File: src/rtl/mcu_reg_timer_pkg.sv
// Shared definitions for the MCU register bank / PWM timer slice.
package mcu_reg_timer_pkg;

    // Register map (4-bit bus address space; 0x8-0xF decode to nothing)
    localparam logic [3:0] REG_CTRL     = 4'h0;
    localparam logic [3:0] REG_CMD      = 4'h1;
    localparam logic [3:0] REG_PERIOD_L = 4'h2;
    localparam logic [3:0] REG_PERIOD_H = 4'h3;
    localparam logic [3:0] REG_DUTY_L   = 4'h4;
    localparam logic [3:0] REG_DUTY_H   = 4'h5;
    localparam logic [3:0] REG_PRESCALE = 4'h6;
    localparam logic [3:0] REG_GPO      = 4'h7;

    // CTRL bit positions
    localparam int CTRL_AUTO_RELOAD = 0;
    localparam int CTRL_PWM_EN      = 1;
    localparam int CTRL_IRQ_EN      = 2;

    // CMD bit positions (write-only strobes)
    localparam int CMD_START   = 0;
    localparam int CMD_STOP    = 1;
    localparam int CMD_IRQ_CLR = 2;

    typedef enum logic [1:0] {
        IDLE = 2'd0,
        RUN  = 2'd1,
        DONE = 2'd2
    } tmr_state_e;

endpackage

File: src/rtl/mcu_pwm_timer.sv
// Prescaled interval/PWM timer: FSM, prescaler, counter, active period/duty
// registers and the PWM compare. irq_set is a one-cycle pulse on the final
// tick of a period; the sticky flag lives in the register bank.
module mcu_pwm_timer
    import mcu_reg_timer_pkg::*;
#(
    parameter int TW = 16,
    parameter int PW = 8
) (
    input  logic          clk,
    input  logic          rst_n,
    input  logic [TW-1:0] period_shadow,
    input  logic [TW-1:0] duty_shadow,
    input  logic [PW-1:0] prescale,
    input  logic          auto_reload,
    input  logic          pwm_en,
    input  logic          start,
    input  logic          stop,
    output logic          tmr_busy,
    output logic          pwm_out,
    output logic          irq_set
);

    tmr_state_e    state;
    logic [TW-1:0] cnt;
    logic [PW-1:0] presc_cnt;
    logic [TW-1:0] period_active;
    logic [TW-1:0] duty_active;

    logic tick;
    logic last_tick;
    logic do_start;

    // >= rather than == so a PRESCALE lowered mid-run below presc_cnt
    // still ticks on the next clock instead of wrapping through 2^PW.
    assign tick      = (state == RUN) && (presc_cnt >= prescale);
    assign last_tick = tick && (cnt == period_active - TW'(1));
    // stop beats start; a zero period can never start the timer
    assign do_start  = start && !stop && (period_shadow != '0);
    assign irq_set   = last_tick;

    // Timer FSM with counter, prescaler and registered busy/pwm outputs
    always_ff @(posedge clk or negedge rst_n) begin
        if (!rst_n) begin
            state         <= IDLE;
            cnt           <= '0;
            presc_cnt     <= '0;
            period_active <= '0;
            duty_active   <= '0;
            tmr_busy      <= 1'b0;
            pwm_out       <= 1'b0;
        end else begin
            pwm_out <= pwm_en && (state == RUN) && (cnt < duty_active);
            case (state)
                IDLE, DONE: begin
                    if (stop) begin
                        state    <= IDLE;
                        tmr_busy <= 1'b0;
                    end else if (do_start) begin
                        state         <= RUN;
                        tmr_busy      <= 1'b1;
                        cnt           <= '0;
                        presc_cnt     <= '0;
                        period_active <= period_shadow;
                        duty_active   <= duty_shadow;
                    end
                end
                RUN: begin
                    if (stop) begin
                        // counters deliberately hold their values
                        state    <= IDLE;
                        tmr_busy <= 1'b0;
                    end else if (do_start) begin
                        cnt           <= '0;
                        presc_cnt     <= '0;
                        period_active <= period_shadow;
                        duty_active   <= duty_shadow;
                    end else if (tick) begin
                        presc_cnt <= '0;
                        if (last_tick) begin
                            if (auto_reload) begin
                                cnt           <= '0;
                                period_active <= period_shadow;
                                duty_active   <= duty_shadow;
                            end else begin
                                state    <= DONE;
                                tmr_busy <= 1'b0;
                            end
                        end else begin
                            cnt <= cnt + TW'(1);
                        end
                    end else begin
                        presc_cnt <= presc_cnt + PW'(1);
                    end
                end
                default: begin
                    state    <= IDLE;
                    tmr_busy <= 1'b0;
                end
            endcase
        end
    end

endmodule

File: src/rtl/mcu_reg_timer.sv
// Register bank fed by the bus capture stage: address decode, CTRL,
// staged/shadow period and duty, PRESCALE, GPO and the sticky irq flag.
// The timer itself lives in mcu_pwm_timer.
module mcu_reg_timer
    import mcu_reg_timer_pkg::*;
#(
    parameter int ADDR_W = 4,
    parameter int DATA_W = 8
) (
    input  logic              clk,
    input  logic              rst_n,
    input  logic              wr_pulse,
    input  logic [ADDR_W-1:0] wr_addr,
    input  logic [DATA_W-1:0] wr_data,
    output logic [DATA_W-1:0] gpo,
    output logic              pwm_out,
    output logic              tmr_busy,
    output logic              tmr_irq
);

    localparam int TW = 2 * DATA_W;

    logic [2:0]        ctrl_q;
    logic [DATA_W-1:0] period_l_stage;
    logic [DATA_W-1:0] duty_l_stage;
    logic [TW-1:0]     period_shadow;
    logic [TW-1:0]     duty_shadow;
    logic [DATA_W-1:0] prescale_q;
    logic              irq_flag;

    logic wr_ctrl, wr_cmd, wr_per_l, wr_per_h, wr_duty_l, wr_duty_h, wr_presc, wr_gpo;
    logic cmd_start, cmd_stop, cmd_irq_clr;
    logic irq_set;
    logic irq_flag_nxt;
    logic irq_en_nxt;

    // Full-width address compare so 0x8-0xF alias nothing
    assign wr_ctrl   = wr_pulse && (wr_addr == ADDR_W'(REG_CTRL));
    assign wr_cmd    = wr_pulse && (wr_addr == ADDR_W'(REG_CMD));
    assign wr_per_l  = wr_pulse && (wr_addr == ADDR_W'(REG_PERIOD_L));
    assign wr_per_h  = wr_pulse && (wr_addr == ADDR_W'(REG_PERIOD_H));
    assign wr_duty_l = wr_pulse && (wr_addr == ADDR_W'(REG_DUTY_L));
    assign wr_duty_h = wr_pulse && (wr_addr == ADDR_W'(REG_DUTY_H));
    assign wr_presc  = wr_pulse && (wr_addr == ADDR_W'(REG_PRESCALE));
    assign wr_gpo    = wr_pulse && (wr_addr == ADDR_W'(REG_GPO));

    // CMD is never stored; its bits are strobes for this cycle only
    assign cmd_start   = wr_cmd && wr_data[CMD_START];
    assign cmd_stop    = wr_cmd && wr_data[CMD_STOP];
    assign cmd_irq_clr = wr_cmd && wr_data[CMD_IRQ_CLR];

    // Set beats clear when both land in the same cycle
    assign irq_flag_nxt = irq_set ? 1'b1 : (cmd_irq_clr ? 1'b0 : irq_flag);
    assign irq_en_nxt   = wr_ctrl ? wr_data[CTRL_IRQ_EN] : ctrl_q[CTRL_IRQ_EN];

    // Control, staging/shadow and GPO registers
    always_ff @(posedge clk or negedge rst_n) begin
        if (!rst_n) begin
            ctrl_q         <= '0;
            period_l_stage <= '0;
            duty_l_stage   <= '0;
            period_shadow  <= '0;
            duty_shadow    <= '0;
            prescale_q     <= '0;
            gpo            <= '0;
        end else begin
            if (wr_ctrl)   ctrl_q         <= wr_data[2:0];
            if (wr_per_l)  period_l_stage <= wr_data;
            if (wr_per_h)  period_shadow  <= {wr_data, period_l_stage};
            if (wr_duty_l) duty_l_stage   <= wr_data;
            if (wr_duty_h) duty_shadow    <= {wr_data, duty_l_stage};
            if (wr_presc)  prescale_q     <= wr_data;
            if (wr_gpo)    gpo            <= wr_data;
        end
    end

    // Sticky irq flag and its registered, enable-gated output
    always_ff @(posedge clk or negedge rst_n) begin
        if (!rst_n) begin
            irq_flag <= 1'b0;
            tmr_irq  <= 1'b0;
        end else begin
            irq_flag <= irq_flag_nxt;
            tmr_irq  <= irq_flag_nxt && irq_en_nxt;
        end
    end

    mcu_pwm_timer #(
        .TW (TW),
        .PW (DATA_W)
    ) u_timer (
        .clk           (clk),
        .rst_n         (rst_n),
        .period_shadow (period_shadow),
        .duty_shadow   (duty_shadow),
        .prescale      (prescale_q),
        .auto_reload   (ctrl_q[CTRL_AUTO_RELOAD]),
        .pwm_en        (ctrl_q[CTRL_PWM_EN]),
        .start         (cmd_start),
        .stop          (cmd_stop),
        .tmr_busy      (tmr_busy),
        .pwm_out       (pwm_out),
        .irq_set       (irq_set)
    );

endmodule

File: config.mk
export PLATFORM = sky130hd
export DESIGN_NAME = mcu_reg_timer
export DESIGN_NICKNAME = d
export VERILOG_FILES = /design/src/rtl/mcu_reg_timer_pkg.sv /design/src/rtl/mcu_pwm_timer.sv /design/src/rtl/mcu_reg_timer.sv
export SDC_FILE = /design/constraint.sdc
export NUM_CORES = 1
export LEC_CHECK = 0
export BUFFER_PORTS_ARGS = -buffer_cell sky130_fd_sc_hd__buf_2
export CORE_ASPECT_RATIO = 1.5
export CORE_MARGIN = 4
export CORE_UTILIZATION = 60
export CTS_BUF_LIST = sky130_fd_sc_hd__clkbuf_8
export DETAILED_ROUTE_END_ITERATION = 8
export PLACE_DENSITY = 0.85
export SLEW_MARGIN = 0
export SYNTH_ARGS = -nofsm -noshare
export SYNTH_HDL_FRONTEND = slang
export SYNTH_HIERARCHICAL = 1
export SYNTH_SLANG_ARGS = --single-unit
File: constraint.sdc
create_clock -name clk -period 5.4 [get_ports clk]
set_input_delay 1.35 -clock clk [delete_from_list [all_inputs] [get_ports clk]]
set_output_delay 1.35 -clock clk [all_outputs]
set_load 0.005 [all_outputs]
==> results of run 1 <==
==> flip-flops by register name, indices dropped and copies added, names as in the netlist <==
register and cells:
u_timer/tmr_busy 1, duty_l_stage 8, tmr_irq 1, u_timer/state 1
gpo 8, irq_flag 1, u_timer/pwm_out 1, u_timer/cnt 16
period_l_stage 8, u_timer/presc_cnt 8, ctrl_q 3, duty_shadow 16
u_timer/period_active 16, period_shadow 16, prescale_q 8, u_timer/duty_active 16
==> critical path, stage by stage <==
cell and delay [ns]:
buf_2 0.11, or3b_4 0.42, nor2_1 0.24, and2_1 0.18, nand2b_1 0.06, a41oi_1 0.55
o21a_1 0.22, o21ai_0 0.17, a31o_2 0.45, or4_1 0.56, a21oi_1 0.15
==> final timing paths <==
| check | startpoint | end | slack (ns) |
|---|---|---|---|
| worst min register to register | u_timer/duty_active[9] | u_timer/duty_active[9] | 0.49 |
| min in group asynchronous | rst_n | prescale_q[5] | 0.91 |
| worst max register to register | u_timer/period_active[0] | u_timer/duty_active[3] | 1.54 |
| worst max-delay path | wr_addr[3] | u_timer/cnt[15] | 1.29 |
| max in group asynchronous | rst_n | u_timer/duty_active[11] | 3.47 |
| worst min-delay path | u_timer/duty_active[9] | u_timer/duty_active[9] | 0.49 |
==> cell families (layout without fill, tap and decap cells) <==
family / Yosys count / in the layout / synth area share (%)
buf+inv: 48 / 95 / 3.53
simple gates: 129 / 129 / 11.7
flops: 128 / 128 / 49.7
compound gates: 78 / 78 / 8.15
mux: 100 / 100 / 18.1
fa+ha+maj: 26 / 26 / 5.05
xor+xnor: 28 / 28 / 3.80
==> routing by layer <==
| layer | up-vias | global-route usage [%] |
|---|---|---|
| met4 | 0 | 13.4 |
| met1 | 2273 | 27.5 |
| met3 | 60 | 5.91 |
| met5 | - | 0 |
| met2 | 170 | 43.1 |
| li1 | 2012 | - |
==> power by group through the flow <==
stage	combinational (mW)	sequential [mW]	clock (mW)
finish	0.846	1.39	0.748
CTS	0.844	1.38	0.757
global route	0.933	1.42	0.802
global placement	0.768	1.38	0
floorplan	0.663	1.32	0
detailed placement	0.828	1.40	0
==> cell type report <==
cell class / instances / share of cell area (%)
clock buffer: 17 / 3.32
clock inverter: 15 / 1.81
inverter: 34 / 1.81
multi-input combinational: 361 / 42.8
sequential: 128 / 45.5
tap: 144 / 2.56
timing repair buffer: 29 / 2.24
==> synth_stat cells, types with 6 or more instances <==
cell / instances / area, um2
a21oi_1: 22 / 110
nand2_1: 18 / 67.6
nand4_1: 6 / 37.5
inv_1: 34 / 128
nor2_1: 23 / 86.3
xor2_1: 14 / 123
xnor2_1: 14 / 123
mux2_2: 65 / 732
ha_1: 26 / 325
mux2_4: 10 / 150
nand3_1: 12 / 60.1
a21o_1: 8 / 60.1
o21ai_0: 20 / 100
o31ai_1: 7 / 52.6
mux2_1: 25 / 282
or4_1: 10 / 75.1
nor4_1: 9 / 56.3
or3_1: 10 / 62.6
dfrtp_1: 128 / 3200
==> stage by stage <==
step,setup WS (ns),power (mW),hold slack (ns)
after floorplan,1.40,1.98,0.458
after global placement,1.05,2.15,0.469
after detailed placement,0.896,2.23,0.479
after CTS,1.36,2.98,0.497
after global routing,1.10,3.15,0.517
final,1.29,2.98,0.488
==> impl_metrics.csv, run 1 <==
group,metric,value,unit
pwr,p_switching,1.05,mW
detailed_routing,wl_met3,664,um
timing,drv_slew,0,
floorplan,dieArea,0.0125,mm2
synth,syn-num-nets,578,
placed_design,dp.cells,696,
synth,yosys_warnings,6,
detailed_routing,drtIter0Drc,259,
global_route,grt_pass1_wl,23800,um
pwr,p_per_area,423,mW/mm2
global_route,grt_pass1_vias,4793,
critical_path,worstPathRequired,5.77,ns
pwr,p_leak,3.27,nW
floorplan,coreArea,0.0105,mm2
synth,yosys.cell_types.count,58,
layout,fin_util,66.9,%
placed_design,dpl_cell_area,0.00668,mm2
timing,rsz0062_at_grt,"false",
synth,synth_edf_count,0,
detailed_routing,wl_met1,5430,um
pwr,combPwrFrac,28.4,%
clock_network,h-tree-depth,4,
floorplan,die_x,92.6,um
detailed_routing,drtAntennaViolNets,0,
pwr,swShare,35.3,%
clock_network,clkLatencyLatePin,0.44,ns
timing,min_period_over_period,76.1,%
min_path,hold_path_class,"flip-flop to flip-flop",
clock_network,cts_buffers,17,
global_route,overflow,0,
critical_path,crit_path_end_kind,"flip-flop",
clock_network,clk_pin_slew,0.08,ns
layout,layout_common_cells,"dfrtp_1 (128), mux2_2 (65), inv_1 (34)",
clock_network,cts_buffer_depth,2,
synth,ys_ff_latch,128,
timing,max_slew_margin,44.0,%
clock_network,cts.sinks,128,
layout,syn_to_final_growth,9.30,%
timing,fin_setup_tns,0,ns
layout,nFillCells,699,
detailed_routing,wl_per_cell,19.5,um
min_path,holdPathStages,1,
pwr,p_int,1.93,mW
floorplan,fp.dieH,135,um
detailed_routing,drc,0,
clock_network,root_buffer,"clkbuf_8",
clock_network,cts_tree,"built",
timing,hold_viol_final,0,
critical_path,crit_fanout,30,
critical_path,crit_arrival,4.48,ns
synth,synthArstFlopShare,100,%
pwr,p_clk_share,25.1,%
layout,multi_input_area,0.00302,mm2
timing,tightestPinTransition,0.839,ns
layout,nets,612,
global_route,grt_start_max_net_pins,49,
timing,fin_crit,4.11,ns
timing,fmax,0.243,GHz
clock_network,postCtsHoldBufs,0,
timing,setup_violations,0,
pwr,ir_drop,0.000390,V
layout,final_cells,728,
critical_path,crit_type,"primary input to flip-flop",
detailed_routing,top_layer,"met4",
critical_path,start_kind,"primary input",
global_route,antenna_found_initial,0,
job,drv_cap,0,
layout,register_area,0.00320,mm2
placed_design,io_buffer_count,25,
global_route,grt_usage,24.6,%
floorplan,initial_core_util,61.2,%
floorplan,row_count,46,
layout,insertedDiodeCount,0,
synth,synthesis.area,0.00645,mm2
floorplan,boundaryPins,26,
outcome,status,"completed",
layout,mostFrequentLayoutCell,"dfrtp_1",
pwr,seqPwrFrac,46.5,%
synth,syn_avg_cell_area,12.0,um2
clock_network,post_cts_buffers,0,
clock_network,cts_resized,0,
detailed_routing,wl_met2,7380,um
critical_path,r2r_cells,11,
detailed_routing,vias,4515,
placed_design,post-dp-hpwl,10200,um
layout,fin_area,0.00705,mm2
timing,clock_skew,0.0109,ns
synth,yosysSeqAreaShare,49.7,%
placed_design,gp_congestion,0.916,
detailed_routing,wirelength,14200,um
detailed_routing,via_per_inst,6.20,
synth,synthCells,537,
synth,synthFlopType,"dfrtp_1",
layout,final_layout_size_suffix_gt1_share,25.3,%
detailed_routing,drt_pass1_iterations,5,
(Power assumes the default switching activity.)
==> run 2, diff against run 1 <==
--- a/config.mk
+++ b/config.mk
@@ -8,10 +8,10 @@
 export BUFFER_PORTS_ARGS = -buffer_cell sky130_fd_sc_hd__buf_2
 export CORE_ASPECT_RATIO = 1.5
 export CORE_MARGIN = 4
-export CORE_UTILIZATION = 60
+export CORE_UTILIZATION = 58
 export CTS_BUF_LIST = sky130_fd_sc_hd__clkbuf_8
 export DETAILED_ROUTE_END_ITERATION = 8
-export PLACE_DENSITY = 0.85
+export PLACE_DENSITY = 0.86
 export SLEW_MARGIN = 0
 export SYNTH_ARGS = -nofsm -noshare
 export SYNTH_HDL_FRONTEND = slang
==> constraint.sdc (replaced) <==
create_clock -name clk -period 3.4 [get_ports clk]
set_input_delay 0.85 -clock clk [delete_from_list [all_inputs] [get_ports clk]]
set_output_delay 0.85 -clock clk [all_outputs]
set_load 0.005 [all_outputs]
==> run 2 against run 1 <==
  * First-iteration DRC count rose by 32%
  * Sequential power rose by 58%
  * Clock power rose by 60%
  * Die area rose by 3.2%
  * Final cell count rose by 2.6%
  * Final area rose by 2.9%
  * Power rose by 64%
  * Combinational power rose by 77%
  * Count of clock-buffer cells in the layout rose by 1
  * Highest routed layer unchanged
  * Flip-flop and latch count did not move
==> impl_metrics.csv, run 2 (synthesized netlist as in run 1, its figures left out) <==
group,metric,value,unit
detailed_routing,drtAntennaViolNets,0,
pwr,p_per_area,676,mW/mm2
min_path,hold_path_end,"u_timer/duty_active[15]",
placed_design,place_ws,-0.258,ns
pwr,ir_drop,0.000438,V
layout,register_area,0.00320,mm2
critical_path,cpPeakStageDelay,0.60,ns
critical_path,worstPathRequired,3.71,ns
clock_network,cts_buffers,17,
floorplan,boundaryPins,26,
timing,drv_slew,0,
clock_network,cts_tree,"built",
clock_network,root_buffer,"clkbuf_8",
pwr,p_leak,3.38,nW
clock_network,clkLatencyLatePin,0.43,ns
detailed_routing,drtIter0Drc,341,
critical_path,crit-reg2reg-launch,"u_timer/period_active[1]",
critical_path,crit_type,"flip-flop to flip-flop",
detailed_routing,drt_pass1_iterations,4,
detailed_routing,drc,0,
clock_network,cts.sinks,128,
global_route,overflow,0,
critical_path,crit_arrival,3.59,ns
floorplan,initial_core_util,60.2,%
global_route,antenna_found_initial,0,
pwr,power,4.90,mW
layout,final_layout_size_suffix_gt1_share,28.2,%
critical_path,crit_path_end_kind,"flip-flop",
global_route,grt_usage,24.9,%
min_path,holdPathStages,1,
floorplan,row_count,46,
layout,layout_common_cells,"dfrtp_1 (127), mux2_2 (65), inv_1 (36)",
floorplan,die_x,94.1,um
floorplan,coreArea,0.0107,mm2
clock_network,clk_pin_slew,0.07,ns
critical_path,r2r_setup_slack,0.12,ns
critical_path,start_kind,"flip-flop",
critical_path,cp_slowest_cell,"or4_4",
placed_design,post-dp-hpwl,10400,um
detailed_routing,via_per_inst,6.08,
critical_path,critical_path.cell_chain,"or4_4 -> nor4_4 -> xnor2_1 -> a211o_1 -> a2111oi_4 -> nand3_2 -> a21oi_4 -> buf_12 -> mux2_1",
layout,nets,631,
placed_design,gp_congestion,0.879,
global_route,grt_pass1_wl,24400,um
layout,multi_input_area,0.00306,mm2
timing,fmax,0.305,GHz
detailed_routing,vias,4540,
layout,syn_to_final_growth,12.5,%
floorplan,fp.dieH,137,um
timing,setup_ws,0.119,ns
layout,insertedDiodeCount,0,
timing,rsz0062_at_grt,"false",
global_route,grt_pass1_vias,4909,
floorplan,dieArea,0.0129,mm2
timing,fin_setup_tns,0,ns
detailed_routing,wl_per_cell,19.8,um
critical_path,r2r-end,"u_timer/period_active[4]",
layout,nFillCells,741,
clock_network,h-tree-depth,4,
layout,mostFrequentLayoutCell,"dfrtp_1",
timing,setup_violations,0,
job,drv_cap,0,
placed_design,io_buffer_count,25,
layout,fin_util,67.7,%
timing,fin_crit,3.28,ns
timing,clock_skew,0.00926,ns
critical_path,r2r_cells,9,
outcome,status,"completed",
timing,max_slew_margin,41.7,%
clock_network,cts_buffer_depth,2,
min_path,hold_path_class,"flip-flop to flip-flop",
layout,final_cells,747,
timing,hold_viol_final,0,
clock_network,post_cts_buffers,0,
min_path,min-delay-start,"u_timer/duty_active[15]",
timing,tightestPinTransition,0.873,ns
detailed_routing,wirelength,14800,um
placed_design,dp.cells,715,
global_route,grt_start_max_net_pins,66,
critical_path,crit_fanout,27,
timing,min_period_over_period,96.5,%
## run 2: cell types whose count changed in the layout (fill, tap and decap cells not counted), moves of 2 or more
cell      before  now
buf_4          5   23
clkinv_4       6    3
inv_6          5    2
clkinv_2       1    3
inv_1         34   36
## run 2: power breakdown
group | internal, mW | total, mW | switching, mW
registers | 1.87 | 2.20 | 0.324
logic | 0.767 | 1.50 | 0.735
clock network | 0.594 | 1.20 | 0.607
total | 3.23 | 4.90 | 1.67
## run 2: cell type report
type / instances / share of cell area (%)
clock buffers: 18 / 3.42
inverters: 34 / 1.76
well taps: 144 / 2.49
flip-flops and latches: 128 / 44.2
repair buffers: 48 / 4.31
clock inverters: 14 / 1.64
multi-input cells: 361 / 42.2
## run 2: what timing repair did
item	in CTS	in global routing
hold buffers	0	0
setup endpoints to repair	33	46
pin swaps	0	3
gates resized for setup	2	5
## run 2: per-layer routing
metal | vias to the layer above | track usage [%] | part of all wire, %
met5 | - | 0 | 0
met4 | 0 | 13.3 | 4.0
met3 | 53 | 4.84 | 4.0
met2 | 154 | 43.9 | 54
met1 | 2285 | 28.0 | 38
li1 | 2048 | - | -
## run 2: worst max path at each step
stage	startpoint	endpoint	slack [ns]
floorplan	wr_addr[3]	u_timer/cnt[9]	0.04
global placement	wr_addr[3]	u_timer/cnt[15]	-0.06
detailed placement	wr_addr[3]	u_timer/cnt[7]	-0.26
CTS	u_timer/period_active[0]	u_timer/cnt[7]	0.02
global route	u_timer/period_active[1]	u_timer/duty_active[0]	0.002
finish	u_timer/period_active[1]	u_timer/period_active[4]	0.12
## run 2: worst max-delay path: cells and delay by family, from the launching register on
family	cells	cell delay, ns
buffers and inverters	1	0.22
xor gates and xnor gates	1	0.11
DFF	1	0.44
AOI/OAI and AO/OA	3	0.92
muxes	1	0.36
and+or+nand+nor	3	1.09
## run 2: through the flow
step | hold WS, ns | instance area [um2]
6_report | 0.499 | 7250
5_1_grt | 0.513 | 7250
4_1_cts | 0.497 | 7230
3_5_place_dp | 0.480 | 6850
3_3_place_gp | 0.470 | 6850
2_1_floorplan | 0.458 | 6450
